===== src/rtl/dct_mac_accumulator_if.sv =====
// Handshake and result bus between the transform control FSM and the MAC accumulator.
// The master drives strobes and operands; the slave returns results and block status.
interface dct_mac_accumulator_if #(
    parameter int DATA_W = 8,
    parameter int COEF_W = 12,
    parameter int OUT_W  = 16
);
    logic                     start;
    logic                     mac_en;
    logic                     mac_clr;
    logic signed [DATA_W-1:0] data_in;
    logic signed [COEF_W-1:0] coef_in;
    logic                     out_valid;
    logic signed [OUT_W-1:0]  out_data;
    logic [5:0]               out_addr;
    logic                     busy;
    logic                     done;
    logic                     sat_flag;

    modport master (
        output start, mac_en, mac_clr, data_in, coef_in,
        input  out_valid, out_data, out_addr, busy, done, sat_flag
    );

    modport slave (
        input  start, mac_en, mac_clr, data_in, coef_in,
        output out_valid, out_data, out_addr, busy, done, sat_flag
    );
endinterface


===== src/rtl/dct_mac_accumulator.sv =====
// Two-stage multiply-accumulate for an 8x8 transform: 64 products per output point,
// then round, scale and saturate each sum and emit it with its 6-bit result index.
module dct_mac_accumulator #(
    parameter int DATA_W = 8,
    parameter int COEF_W = 12,
    parameter int ACC_W  = 26,
    parameter int OUT_W  = 16,
    parameter int SHIFT  = 3
) (
    input  logic                 clock,
    input  logic                 reset,
    dct_mac_accumulator_if.slave bus
);
    localparam int PROD_W = DATA_W + COEF_W;
    // Half-LSB rounding bias; collapses to zero when SHIFT is 0.
    localparam logic signed [ACC_W:0] BIAS = ((ACC_W+1)'(1) << SHIFT) >> 1;

    typedef enum logic [1:0] {IDLE, RUN, DONE} state_t;

    state_t                    state_q, state_d;
    logic signed [ACC_W-1:0]   acc_q, acc_d;
    logic [5:0]                term_q, term_d;
    logic [5:0]                idx_q, idx_d;
    logic signed [PROD_W-1:0]  prod_q, prod_d;
    logic                      p1v_q, p1v_d;
    logic                      out_valid_q, out_valid_d;
    logic signed [OUT_W-1:0]   out_data_q, out_data_d;
    logic [5:0]                out_addr_q, out_addr_d;
    logic                      sat_q, sat_d;

    logic signed [PROD_W-1:0]  prod_w;
    logic signed [ACC_W-1:0]   full_w;
    logic signed [ACC_W:0]     biased_w;
    logic signed [ACC_W:0]     scaled_w;
    logic                      fits_w;
    logic signed [OUT_W-1:0]   clamped_w;

    assign prod_w   = PROD_W'(bus.data_in) * PROD_W'(bus.coef_in);
    assign full_w   = acc_q + ACC_W'(prod_q);
    assign biased_w = (ACC_W+1)'(full_w) + BIAS;
    assign scaled_w = biased_w >>> SHIFT;
    // Result fits when every bit above the output sign bit matches it.
    assign fits_w   = (scaled_w[ACC_W:OUT_W-1] == '0) || (scaled_w[ACC_W:OUT_W-1] == '1);
    assign clamped_w = fits_w ? OUT_W'(scaled_w)
                     : (scaled_w[ACC_W] ? {1'b1, {(OUT_W-1){1'b0}}} : {1'b0, {(OUT_W-1){1'b1}}});

    always_comb begin
        state_d     = state_q;
        acc_d       = acc_q;
        term_d      = term_q;
        idx_d       = idx_q;
        prod_d      = prod_q;
        p1v_d       = 1'b0;
        out_valid_d = 1'b0;
        out_data_d  = out_data_q;
        out_addr_d  = out_addr_q;
        sat_d       = sat_q;

        case (state_q)
            RUN: begin
                p1v_d = bus.mac_en && !bus.mac_clr;
                if (bus.mac_en) prod_d = prod_w;
                if (bus.mac_clr) begin
                    acc_d  = '0;
                    term_d = '0;
                end else if (p1v_q) begin
                    term_d = term_q + 6'd1;
                    if (term_q == 6'd63) begin
                        acc_d       = '0;
                        out_valid_d = 1'b1;
                        out_data_d  = clamped_w;
                        out_addr_d  = idx_q;
                        sat_d       = sat_q | ~fits_w;
                        idx_d       = idx_q + 6'd1;
                        // Last point of the block: anything still in stage 1 is dropped.
                        if (idx_q == 6'd63) begin
                            state_d = DONE;
                            p1v_d   = 1'b0;
                        end
                    end else begin
                        acc_d = full_w;
                    end
                end
            end
            default: begin
                if (bus.start) begin
                    state_d = RUN;
                    acc_d   = '0;
                    term_d  = '0;
                    idx_d   = '0;
                    sat_d   = 1'b0;
                end
            end
        endcase
    end

    always_ff @(posedge clock or negedge reset) begin
        if (!reset) begin
            state_q     <= IDLE;
            acc_q       <= '0;
            term_q      <= '0;
            idx_q       <= '0;
            prod_q      <= '0;
            p1v_q       <= 1'b0;
            out_valid_q <= 1'b0;
            out_data_q  <= '0;
            out_addr_q  <= '0;
            sat_q       <= 1'b0;
        end else begin
            state_q     <= state_d;
            acc_q       <= acc_d;
            term_q      <= term_d;
            idx_q       <= idx_d;
            prod_q      <= prod_d;
            p1v_q       <= p1v_d;
            out_valid_q <= out_valid_d;
            out_data_q  <= out_data_d;
            out_addr_q  <= out_addr_d;
            sat_q       <= sat_d;
        end
    end

    assign bus.out_valid = out_valid_q;
    assign bus.out_data  = out_data_q;
    assign bus.out_addr  = out_addr_q;
    assign bus.busy      = (state_q == RUN);
    assign bus.done      = (state_q == DONE);
    assign bus.sat_flag  = sat_q;
endmodule

===== src/flat_wrapper.sv =====
// flat-port wrapper written by rule: the top's interface ports become plain ports
module dct_mac_accumulator_flat 
#(
    parameter int DATA_W = 8,
    parameter int COEF_W = 12,
    parameter int ACC_W  = 26,
    parameter int OUT_W  = 16,
    parameter int SHIFT  = 3
)
  (clock, reset, bus_start, bus_mac_en, bus_mac_clr, bus_data_in, bus_coef_in, bus_out_valid, bus_out_data, bus_out_addr, bus_busy, bus_done, bus_sat_flag);
  dct_mac_accumulator_if #(.DATA_W(DATA_W), .COEF_W(COEF_W), .OUT_W(OUT_W)) bus_i ();
  input  logic clock;
  input  logic reset;
  input wire logic [$bits(bus_i.start)-1:0] bus_start;
  input wire logic [$bits(bus_i.mac_en)-1:0] bus_mac_en;
  input wire logic [$bits(bus_i.mac_clr)-1:0] bus_mac_clr;
  input wire logic [$bits(bus_i.data_in)-1:0] bus_data_in;
  input wire logic [$bits(bus_i.coef_in)-1:0] bus_coef_in;
  output wire logic [$bits(bus_i.out_valid)-1:0] bus_out_valid;
  output wire logic [$bits(bus_i.out_data)-1:0] bus_out_data;
  output wire logic [$bits(bus_i.out_addr)-1:0] bus_out_addr;
  output wire logic [$bits(bus_i.busy)-1:0] bus_busy;
  output wire logic [$bits(bus_i.done)-1:0] bus_done;
  output wire logic [$bits(bus_i.sat_flag)-1:0] bus_sat_flag;
  assign bus_i.start = bus_start;
  assign bus_i.mac_en = bus_mac_en;
  assign bus_i.mac_clr = bus_mac_clr;
  assign bus_i.data_in = bus_data_in;
  assign bus_i.coef_in = bus_coef_in;
  assign bus_out_valid = bus_i.out_valid;
  assign bus_out_data = bus_i.out_data;
  assign bus_out_addr = bus_i.out_addr;
  assign bus_busy = bus_i.busy;
  assign bus_done = bus_i.done;
  assign bus_sat_flag = bus_i.sat_flag;
  dct_mac_accumulator #(.DATA_W(DATA_W), .COEF_W(COEF_W), .ACC_W(ACC_W), .OUT_W(OUT_W), .SHIFT(SHIFT)) u_core (.clock(clock), .reset(reset), .bus(bus_i));
endmodule

===== config.mk =====
export PLATFORM = sky130hd
export DESIGN_NAME = dct_mac_accumulator_flat
export DESIGN_NICKNAME = d
export VERILOG_FILES = /design/src/rtl/dct_mac_accumulator_if.sv /design/src/rtl/dct_mac_accumulator.sv /design/src/flat_wrapper.sv
export SDC_FILE = /design/constraint.sdc
export NUM_CORES = 1
export LEC_CHECK = 0
export ABC_AREA = 1
export CORE_MARGIN = 1.5
export CORE_UTILIZATION = 45
export CTS_CLUSTER_SIZE = 12
export DETAILED_ROUTE_END_ITERATION = 12
export HOLD_SLACK_MARGIN = 0.06
export PLACE_DENSITY = 0.64
export SYNTH_ARGS = -nofsm -noshare
export SYNTH_HDL_FRONTEND = slang
export SYNTH_SLANG_ARGS = --single-unit

===== constraint.sdc =====
create_clock -name clock -period 3.2 [get_ports clock]
set_clock_uncertainty 0.2 [all_clocks]
set_input_delay 0.64 -clock clock [delete_from_list [all_inputs] [get_ports clock]]
set_output_delay 0.64 -clock clock [all_outputs]
set_load 0.005 [all_outputs]

==> metrics.txt, run 1 <==
status complete, but fails checks; GRT overflow 0; Slew @ Worst Pin 0.582 ns; worst-path cell chain buf_8, nand2_2, inv_2, fa_1, inv_2, fa_1, inv_1, fa_1, inv_2, fa_1, inv_2, ha_4, a21oi_4, o21ai_4, nand2_4, nand2_2, a21oi_2, nor2_1, nor2_1, o21bai_1, a31oi_1, o21ai_1, xnor2_1, o21ai_1; Syn Inst Count 1483; sw frac 0.471; CP Capture Point u_core.prod_q[16]$_DFFE_PN0P_; PwrDens 762 nW/um^2; Hold Violations, Final 0; commonest cells in the netlist 441 x nand2_1, 325 x inv_1, 85 x dfrtp_1, 80 x fa_1, 70 x nor2_1; Initial Utilization 0.463; clk sinks 85; die width 154 um; Ys Warns 0; filler cell count 1851; core area 22000 um^2; Buf/Inv on CP 6; total internal power 5.81 mW; clk buf depth 2; Routed Antenna Nets 0; cell accounting for the most synthesized area dfrtp_1; CP Capture Type flip-flop; final wirelength 29100 um; Die Area 23600 um^2; vias 9971; Syn Nets 1653; sequential power share 0.130; Async S/R FF share, synth 1.00; port bufs 50; number of antenna violations at the first check in global routing 0; Inst Count DP 1978; failing checks negative setup slack; first-pass GRT wire length 48400 um; Avg Inst Size Synth 6.88 um^2; Die Ht 154 um; critical path's top delay family adder cells; Switching Power 5.18 mW; wire per inst 14.2 um; Seq/Total Area, Yosys 0.208; total CTS buffers 9; CTS tree done; # H-tree levels 3; layout net count 1933; Arr. time, crit path 4.76 ns; Max Slew Vio Count 0; IO Pins 51; max incr delay on CP 0.56 ns; clock latency on the worst-skew pair 0.35 ns; maximum clock rate 211 MHz; Hold WC Path Type flip-flop to flip-flop; CP Class primary input to flip-flop; Clock transition at path regs 0.07 ns; clock network fraction of total power 0.092; DR iter-0 viols 498; Area contributors post-synth dfrtp_1 21%, nand2_1 16%, fa_1 16%; Critical Path Start bus_data_in[2]; overall routing resource usage 0.252; pin count of the biggest net entering global routing 54; r2r setup slk -0.24 ns; Vias per Instance 4.87; fin crit period 4.73 ns; main flop type after synthesis dfrtp_1; Stages on worst setup path 24; top-area cell type share of the netlist area 0.208; Slowest-stage cell, CP fa_1; hpwl dp 22200 um; root buffer cell clkbuf_16; WP data required 3.23 ns; final setup fails 31; drt pass-1 iters 5; register bit total from synthesis 85; Rel. slew slack 0.609; most common cell in the netlist nand2_1; Final period util 1.48; FP Rows 54; CP Max Fanout 5; vias in the first global route 10.2k; GPL Wtd Cong 0.903; Synth-to-Final Area Change 41.6%; worst setup margin -1.53 ns; layout cells sized above 1 0.368; RSZ-0062 raised after global routing yes; antenna diode count 0; worst hold margin 0.251 ns; crit start category primary input; non-filler cells, final 2048; P_leak 7.64 nW; DR DRC count 0; Comb pwr share 0.779; R2R depth 22; Max-Cap Viols 0; count of different cell masters after synthesis 44; Syn Std Cell Area 10200 um^2; Post-synth EDFFs 0; FF-to-FF End u_core.bus.out_data[5]$_DFFE_PN0P_; R2R Path Start u_core.prod_q[1]$_DFFE_PN0P_; VDD IR max 0.504 mV
[repair_timing]
action / in CTS / in global routing
hold buffers: 1 / 0
endpoints found under the hold margin: 2 / 0
gates cloned: 1 / 0
setup endpoints to repair: 32 / 33
pin swaps: 102 / 87
buffers inserted: 46 / 12
resized for setup: 220 / 149
[power groups by stage]
| stage | Clock [mW] | Combinational, mW | Sequential, mW |
|---|---|---|---|
| global placement | 0 | 6.70 | 1.40 |
| floorplan | 0 | 4.22 | 1.36 |
| global route | 1.07 | 9.35 | 1.44 |
| CTS | 1.02 | 7.69 | 1.41 |
| finish | 1.01 | 8.57 | 1.43 |
| detailed placement | 0 | 6.80 | 1.41 |
[stage by stage]
| step | area [um^2] | util | TNS (ns) | power [mW] | setup WS, ns |
|---|---|---|---|---|---|
| 2_1_floorplan | 10600 | - | -16.77 | 5.58 | -1.67 |
| 3_3_place_gp | 12700 | 0.575 | -32.85 | 8.10 | -2.17 |
| 3_5_place_dp | 12700 | 0.575 | -34.77 | 8.21 | -2.28 |
| 4_1_cts | 13900 | 0.631 | -17.96 | 10.1 | -1.47 |
| 5_1_grt | 14400 | 0.656 | -24.65 | 11.9 | -1.75 |
| 6_report | 14400 | 0.656 | -19.67 | 11.0 | -1.53 |
[area by class of cell]
| cell class | count | area [um^2] | share of cell area |
|---|---|---|---|
| multi-input combinational | 1016 | 7800 | 0.540 |
| sequential | 85 | 2130 | 0.147 |
| inverter | 348 | 1310 | 0.0908 |
| clock buffer | 10 | 229 | 0.0159 |
| tap | 280 | 350 | 0.0243 |
| clock inverter | 6 | 48.8 | 0.00338 |
| timing repair buffer | 303 | 2570 | 0.178 |
[kinds of logic after synthesis]
group,Yosys count,share of synthesized area
and+or+nand+nor,704,0.308
buffers and inverters,383,0.145
adders and majority gates,145,0.237
AOI/OAI and AO/OA,134,0.0747
DFF,85,0.208
xor gates and xnor gates,32,0.0275
[how the worst min path moves through the flow]
stage,from,cells after the start,end
after detailed placement,u_core.term_q[2]$_DFFE_PN0P_,1,u_core.term_q[2]$_DFFE_PN0P_
final,u_core.term_q[2]$_DFFE_PN0P_,1,u_core.term_q[2]$_DFFE_PN0P_
after global routing,u_core.term_q[2]$_DFFE_PN0P_,1,u_core.term_q[2]$_DFFE_PN0P_
after global placement,u_core.term_q[2]$_DFFE_PN0P_,1,u_core.term_q[2]$_DFFE_PN0P_
after floorplan,reset,0,u_core.acc_q[0]$_DFFE_PN0P_
after CTS,u_core.term_q[2]$_DFFE_PN0P_,1,u_core.term_q[2]$_DFFE_PN0P_
[placed cells by master (no fill, tap or decap), types with 10 or more instances in the layout]
cell,instances
nand2_2,91
ha_1,31
nor2_1,51
clkdlybuf4s50_1,29
fa_2,10
xor2_1,19
nand3_1,44
a21oi_2,30
dfrtp_1,83
a21oi_1,23
buf_6,41
or2_2,16
nand3_2,18
buf_4,215
inv_2,60
ha_4,30
nand4_1,21
inv_1,282
o21ai_0,52
nor2_2,25
fa_1,70
nor2_4,18
nand2_1,365
nand2_4,23
[per-layer routing]
metal	wire, um	vias to the layer above	part of all wire	global-route usage
met5	0	-	0	0
met4	1040	0	0.036	0.0846
met3	672	62	0.023	0.0256
met2	14300	166	0.49	0.449
met1	13000	4728	0.45	0.320
li1	-	5015	-	-
[state kept, by name, summed over array words and instances (netlist names)]
name	count
u_core.p1v_q	1
u_core.bus.out_addr	6
u_core.acc_q	26
u_core.bus.out_valid	1
u_core.term_q	6
u_core.bus.sat_flag	1
u_core.idx_q	6
u_core.state_q	2
u_core.bus.out_data	16
u_core.prod_q	20
Power figures use the tool's default switching activity.
==> run 2: changes to the inputs <==
PLACE_DENSITY = 0.62   (was 0.64)
clock period = 5.6 ns   (was 3.2 ns; I/O delays follow)
==> run 2 against run 1 <==
Compared with the run above:
- the flow now finishes without violations
- clock-buffer cell count decreased by 1
- routed wire length decreased by 16%
- critical path depth unchanged
- sequential cell count unchanged
- cell count decreased by 8.3%
- non-clock buffer count decreased by 169
- final area decreased by 17%
- global-route usage decreased by 3.1 points
- sequential share of layout area increased by 3.1 points
- core utilization decreased by 11 points
- combinational power decreased by 62%
- hold slack improved by 0.0044 ns
- critical path type unchanged
- critical endpoint unchanged
- highest routed layer unchanged
==> metrics.txt, run 2 (synthesis gave the netlist of run 1 again) <==
status completed; antenna diode count 0 (unchanged); WP data required 5.62 ns (+2.39 ns); hpwl dp 20300 um (-8.3%); worst setup margin 0.246 ns (+1.78 ns); register area 2130 um^2 (-0.12%); most frequent cells in the layout 439 x nand2_1, 323 x inv_1, 85 x dfrtp_1, 84 x buf_4, 80 x fa_1; DR iter-0 viols 429 (-14%); core area 22000 um^2 (unchanged); dpl ws -0.547 ns (+1.74 ns); Slew @ Worst Pin 1.01 ns (+0.432 ns); crit start category primary input; die width 154 um (unchanged); commonest non-fill, non-tap cell in the layout nand2_1; drt pass-1 iters 4 (-1); layout cells sized above 1 0.160 (-0.208); hold depth 1 (unchanged); maximum clock rate 187 MHz; largest register by flop count u_core.acc_q; # H-tree levels 3 (unchanged); Routed Antenna Nets 0 (unchanged); CP Class primary input to flip-flop; port bufs 50 (unchanged); GRT overflow 0 (unchanged); wire per inst 13.1 um (-8.0%); R2R depth 17 (-23%); final wirelength 24500 um (-16%); FF-to-FF End u_core.bus.out_data[3]$_DFFE_PN0P_; r2r setup slk 1.42 ns (+1.66 ns); vias 8994 (-9.8%); Setup TNS 0 ns (+19.67 ns); Vias per Instance 4.79 (-1.6%); Initial Utilization 0.463 (unchanged); Hold Path End u_core.term_q[2]$_DFFE_PN0P_; layout net count 1763 (-8.8%); multi-input logic area 6710 um^2 (-14%); worst hold start u_core.term_q[2]$_DFFE_PN0P_; Synth-to-Final Area Change 17.0%; CP Max Fanout 6 (+1); GPL Wtd Cong 0.893 (-1.2%); filler cell count 2236 (+21%); IO Pins 51 (unchanged); Arr. time, crit path 5.38 ns (+0.62 ns); overall routing resource usage 0.221 (-0.0313); FP Rows 54 (unchanged); P_leak 6.70 nW (-12%); clock latency on the worst-skew pair 0.36 ns (about the same); Die Area 23600 um^2 (unchanged); CTS tree done; CP Capture Type flip-flop; final setup fails 0 (-100%); DR DRC count 0 (unchanged); clk buf depth 2 (unchanged); Rel. slew slack 0.322 (-0.287); Largest register FFs 26 (unchanged); RSZ-0062 raised after global routing yes; fin crit period 5.35 ns; Clock transition at path regs 0.07 ns (about the same); R2R Path Start u_core.prod_q[0]$_DFFE_PN0P_; first-pass GRT wire length 42700 um (-12%); number of antenna violations at the first check in global routing 0 (unchanged); root buffer cell clkbuf_16; Hold Violations, Final 0 (unchanged); pin count of the biggest net entering global routing 45 (-17%); non-filler cells, final 1878 (-8.3%); Final period util 0.956; Max Slew Vio Count 0 (unchanged); total CTS buffers 9 (unchanged); Inst Count DP 1861 (-5.9%); PwrDens 393 nW/um^2 (-48%); Hold WC Path Type flip-flop to flip-flop; VDD IR max 0.188 mV (-63%); Die Ht 154 um (unchanged); Max-Cap Viols 0 (unchanged); clk sinks 85 (unchanged); vias in the first global route 9074 (-11%)
-- run 2: cell types whose count changed in the layout (fill, tap and decap cells not counted), sizes merged, moves of 2 or more --
cell / previous run / this run
buf: 265 / 85
dlygate4sd2: 2 / 6
clkbuf: 15 / 11
dlymetal6s2s: 0 / 11
inv: 345 / 347
-- run 2: final cells by class --
cell class	instances	area share
repair buffers	134	0.0957
multi-input cells	1015	0.562
clock inverters	7	0.00629
inverters	348	0.109
well taps	280	0.0294
clock buffers	9	0.0189
flip-flops and latches	85	0.178
-- run 2: worst max path at each step --
stage	startpoint	slack (ns)	cells past startpoint	to
floorplan	bus_data_in[7]	-0.0007	22	u_core.prod_q[15]$_DFFE_PN0P_
global placement	bus_data_in[4]	-0.48	23	u_core.prod_q[15]$_DFFE_PN0P_
detailed placement	bus_data_in[4]	-0.55	23	u_core.prod_q[15]$_DFFE_PN0P_
CTS	bus_data_in[7]	0.005	20	u_core.prod_q[19]$_DFFE_PN0P_
global route	bus_data_in[2]	-0.03	24	u_core.prod_q[16]$_DFFE_PN0P_
finish	bus_data_in[3]	0.25	24	u_core.prod_q[16]$_DFFE_PN0P_
-- run 2: power by group --
part	total, mW	internal, mW	leakage (nW)	switching [mW]
sequential	0.801	0.714	1.10	0.0864
combinational	3.27	1.41	5.46	1.86
clock	0.617	0.317	0.145	0.300
total	4.69	2.44	6.70	2.25
-- run 2: worst max-delay path: stages --
cell	delay [ns]
dlygate4sd2_1	0.31
nand2_1	0.08
inv_1	0.05
fa_1	0.50
inv_1	0.05
fa_1	0.52
inv_1	0.05
fa_1	0.53
inv_1	0.05
fa_1	0.51
inv_2	0.05
ha_4	0.28
nand2_1	0.07
o21ai_2	0.18
nand2_2	0.08
nand2_2	0.07
a21oi_2	0.05
nor2_1	0.10
nor2_1	0.05
o21bai_1	0.17
a31oi_1	0.13
o21ai_1	0.17
xnor2_1	0.13
o21ai_1	0.08
-- run 2: timing repair --
| action | CTS | global route |
|---|---|---|
| pin swaps | 10 | 15 |
| buffers inserted | 1 | 0 |
| hold buffers | 0 | 0 |
| gates resized for setup | 16 | 32 |
| endpoints found under the setup margin | 5 | 8 |
-- run 2: layer usage --
layer / GRT usage / vias to the layer above / wire length, um
li1: - / 4667 / -
met1: 0.290 / 4180 / 11600
met2: 0.393 / 121 / 11900
met3: 0.0175 / 26 / 527
met5: 0 / - / 0
met4: 0.0569 / 0 / 460
-- run 2: metrics by stage --
stage	instance area, um^2	hold WS [ns]	utilization	power (mW)
2_1_floorplan	10200	0.223	-	2.90
3_3_place_gp	11500	0.239	0.523	3.93
3_5_place_dp	11500	0.253	0.523	3.96
4_1_cts	11900	0.263	0.538	4.64
5_1_grt	11900	0.286	0.542	5.21
6_report	11900	0.256	0.542	4.69
